### src/rtl/eager_fork_data.sv
// Eager fork: one input token is broadcast to SIZE branches, and each branch
// takes it independently. The input retires once every branch has taken it.
module eager_fork_data #(
    parameter int unsigned SIZE       = 2,
    parameter int unsigned DATA_WIDTH = 32
) (
    input  logic                       clk,
    input  logic                       rst,
    input  logic [DATA_WIDTH-1:0]      ins,
    input  logic                       ins_valid,
    output logic                       ins_ready,
    output logic [SIZE*DATA_WIDTH-1:0] outs,
    output logic [SIZE-1:0]            outs_valid,
    input  logic [SIZE-1:0]            outs_ready
);

    logic [SIZE-1:0] r_sent;
    logic [SIZE-1:0] w_done;
    logic [SIZE-1:0] w_xfer;

    assign outs       = {SIZE{ins}};
    assign outs_valid = {SIZE{ins_valid}} & ~r_sent;
    assign w_xfer     = outs_valid & outs_ready;
    // ins_ready is built only from sent and outs_ready, so it has no path from ins_valid
    assign w_done     = r_sent | outs_ready;
    assign ins_ready  = &w_done;

    always_ff @(posedge clk or negedge rst) begin
        if (!rst) begin
            r_sent <= '0;
        end else if (ins_valid && ins_ready) begin
            r_sent <= '0;
        end else begin
            r_sent <= r_sent | w_xfer;
        end
    end

endmodule

### config.mk
export PLATFORM = sky130hd
export DESIGN_NAME = eager_fork_data
export DESIGN_NICKNAME = d
export VERILOG_FILES = /design/src/rtl/eager_fork_data.sv
export SDC_FILE = /design/constraint.sdc
export NUM_CORES = 1
export LEC_CHECK = 0
export ABC_CLOCK_PERIOD_IN_PS = 2080
export BUFFER_PORTS_ARGS = -buffer_cell sky130_fd_sc_hd__buf_2
export CAP_MARGIN = 20
export CORE_ASPECT_RATIO = 0.75
export CORE_MARGIN = 2
export CORE_UTILIZATION = 29
export DETAILED_ROUTE_END_ITERATION = 8
export GPL_TIMING_DRIVEN = 0
export PLACE_DENSITY_LB_ADDON = 0.1
export SLEW_MARGIN = 5
export SYNTH_ARGS = -nofsm -noshare
export SYNTH_HDL_FRONTEND = slang
export SYNTH_SLANG_ARGS = --single-unit
### constraint.sdc
create_clock -name clk -period 2.08 [get_ports clk]
set_input_delay 0.416 -clock clk [delete_from_list [all_inputs] [get_ports clk]]
set_output_delay 0.416 -clock clk [all_outputs]
set_load 0.03 [all_outputs]
==> results summary <==
The post-synthesis average cell area is 7.84 µm². The tightest min-delay check is of the primary input to register type. The via count of the first global-routing pass is 478. The startpoint identified for the worst register-to-register timing path is r_sent[0]. For flop-to-flop paths, the worst setup slack is 1.34 ns. The area of the mapped netlist came out at 588 µm².

In this run the remaining antenna-violating nets after routing total 0. The routability-driven placement congestion ratio came out at 0.582. The path with the worst hold slack has its endpoint at r_sent[0]. The total clock sinks is 2. The worst setup path is of the register to output pin kind. After clock tree synthesis, the clock-pin slew on the worst setup and hold paths is 0.03 ns.

The first global-routing pass estimated 1720 µm of wire. The number of pins with negative max-slew slack in the final report came out at 0. r_sent holds more flip-flops than any other register.

Setup repair after global routing left no endpoint under its margin. The number of antenna violations at the first check in global routing came out at 0. The total setup violations reported at the end of the flow is 0. For the worst setup path, the data arrival time is 1.03 ns. TritonCTS built the clock tree. The number of CTS-inserted buffers is 3.

In the final routed layout, each cell accounts on average for 7.28 µm. The worst pin sits at a relative slew slack of 89.4%. After the first detailed-routing iteration, the DRC count stood at 2. The pin count of the biggest net entering global routing came out at 7. The first detailed-routing pass took 2 iterations. The count of cells resized by post-cts repair is 0.

The area taken by flip-flops and latches came out at 50.0 µm². The peak supply drop came out at 0.209 mV. During synthesis, Yosys emitted a total of 0 warnings. The top achievable clock speed is 691 MHz. The total wire length came out at 1270 µm. Counting flops and latches in the post-synthesis netlist gives 2. The synthesis-to-finish area growth is 71.1%. The post-detailed-route DRC marker count is 0.

The kind of end point of the critical path is an output pin. The kind of start point of the critical path is a register. The worst register-to-register path ends at r_sent[1]. The routed via count came out at 613. The library cells used most frequently in the layout, excluding fill and tap cells, are sky130_fd_sc_hd__buf_2, sky130_fd_sc_hd__buf_4, sky130_fd_sc_hd__clkbuf_4. The power per cell area came out at 457 nW/µm². For the worst-skew pair, the clock arrives at the later sink with an insertion delay of 0.23 ns. STA puts the critical path data required time at 1.66 ns. The share of cells above drive strength 1 came out at 93.3%.

The overflow left after global routing is 0. The run finished with clean final reports. The max-cap violation count is 0. The via density per instance is 3.52. The die is 56.0 µm wide. The maximum clock insertion buffer count came out at 2. The clock period minus worst slack is 1.45 ns. The library cell used most frequently in the layout, excluding fill and tap cells, is sky130_fd_sc_hd__buf_2. The final setup slack of the worst path came out at 0.632 ns. The die outline area came out at 2410 µm². The number of antenna diodes in the final layout is 0. The number of I/O pins is 104.

The number of nets in the synthesized netlist came out at 112. In this run the worst path has a maximum fanout of 4. After layout, the worst path uses 69.6% of the clock period. The number of cells traversed by the worst register-to-register path came out at 2. The row count is 14. The setup slack at placement came out at 0.752 ns.

Summing all multi-input logic gate instances after layout gives 57.6 µm². The hold violation count in the final report came out at 0. Adding up every negative setup slack in the final design gives 0 ns. The cell sitting at the root of the clock tree is a sky130_fd_sc_hd__clkbuf_4. The global-route total usage across every layer came out at 8.82%.

In the final layout, the registers with the most flip-flops are r_sent: 2 flops. CTS built an H-tree with a depth of 1. The core footprint is 1960 µm². The count of buffers inserted at the top-level ports is 71. Once the floorplan was initialized, standard cells occupied 30.0% of the core. The flip-flop count of the largest register after layout came out at 2.

The number of filler instances in the final layout is 197. The count of cell types in the netlist came out at 8. Across the routed clock network, the largest skew measured is 0.00408 ns. The startpoint identified for the worst hold timing path is outs_ready[1].

Along the worst hold path, the cell count comes to 3. The height of the chip is 43 µm. The post-synthesis cell count is 75. The final net count is 189.

The slew of the pin with the lowest slew margin is 0.160 ns. Of the synthesized area, sequential elements account for 8.51%. The detailed-placement wirelength estimate came out at 1180 µm. The static leakage is 0.000652 µW.
## stage by stage
| stage | instances | total power [µW] | instance area, µm² | hold slack [ns] | utilization [%] |
|---|---|---|---|---|---|
| 2_1_floorplan | 75 | 305 | 588 | 0.120 | - |
| 3_3_place_gp | 170 | 372 | 973 | 0.201 | 49.6 |
| 3_5_place_dp | 170 | 374 | 973 | 0.203 | 49.6 |
| 4_1_cts | 174 | 467 | 1010 | 0.474 | 51.3 |
| 5_1_grt | 174 | 488 | 1010 | 0.479 | 51.3 |
| 6_report | 174 | 460 | 1010 | 0.477 | 51.3 |
## synth_stat cells
cell	number	area, µm²
sky130_fd_sc_hd__nor2b_1	1	6.26
sky130_fd_sc_hd__a21oi_1	2	10.0
sky130_fd_sc_hd__buf_4	64	480
sky130_fd_sc_hd__o22a_2	1	10.0
sky130_fd_sc_hd__dfrtp_1	2	50.1
sky130_fd_sc_hd__and2b_2	1	8.76
sky130_fd_sc_hd__nor2_1	2	7.51
sky130_fd_sc_hd__o21a_1	2	15.0
## area by class of cell
cell class	count	share of cell area, %
plain buffers	64	47.8
clock buffers	3	2.24
flip-flops and latches	2	4.98
repair buffers	72	36.3
well taps	24	2.99
multi-input cells	9	5.72
## critical path: stages, from the launching register on
cell                      delay, ns
sky130_fd_sc_hd__dfrtp_1       0.40
sky130_fd_sc_hd__o22a_2        0.24
sky130_fd_sc_hd__buf_2         0.17
## metal layers
metal  part of all wire, %  global-route usage, %  vias up
met5                     0                      0        -
met4                   1.0                   5.71        0
met3                    16                   2.44        2
met2                    56                   16.7       51
met1                    27                   8.39      243
li1                      -                      -      317
## logic make-up after synthesis
family	Yosys count	share of synthesized area [%]
buffers and inverters	64	81.7
and+or+nand+nor	4	3.83
DFF	2	8.51
AOI/OAI and AO/OA	5	5.96
## power breakdown
part,total [µW],switching (µW),internal [µW]
logic,323,188,135
registers,48.9,4.79,44.1
clock network,87.7,23.8,63.8
## repair_timing
action                    in CTS  in global routing
hold endpoints to repair       2                  0
hold buffers                   1                  0
buffers inserted               0                  0
## worst max path at each step
stage / start / to / slack (ns) / cells past startpoint
2_1_floorplan: ins_valid / outs_valid[1] / 0.79 / 1
3_3_place_gp: outs_ready[0] / ins_ready / 0.76 / 3
3_5_place_dp: outs_ready[0] / ins_ready / 0.75 / 3
4_1_cts: r_sent[0] / ins_ready / 0.62 / 2
5_1_grt: r_sent[0] / ins_ready / 0.58 / 2
6_report: r_sent[0] / ins_ready / 0.63 / 2
No activity file was read; power rests on OpenSTA's default activity.
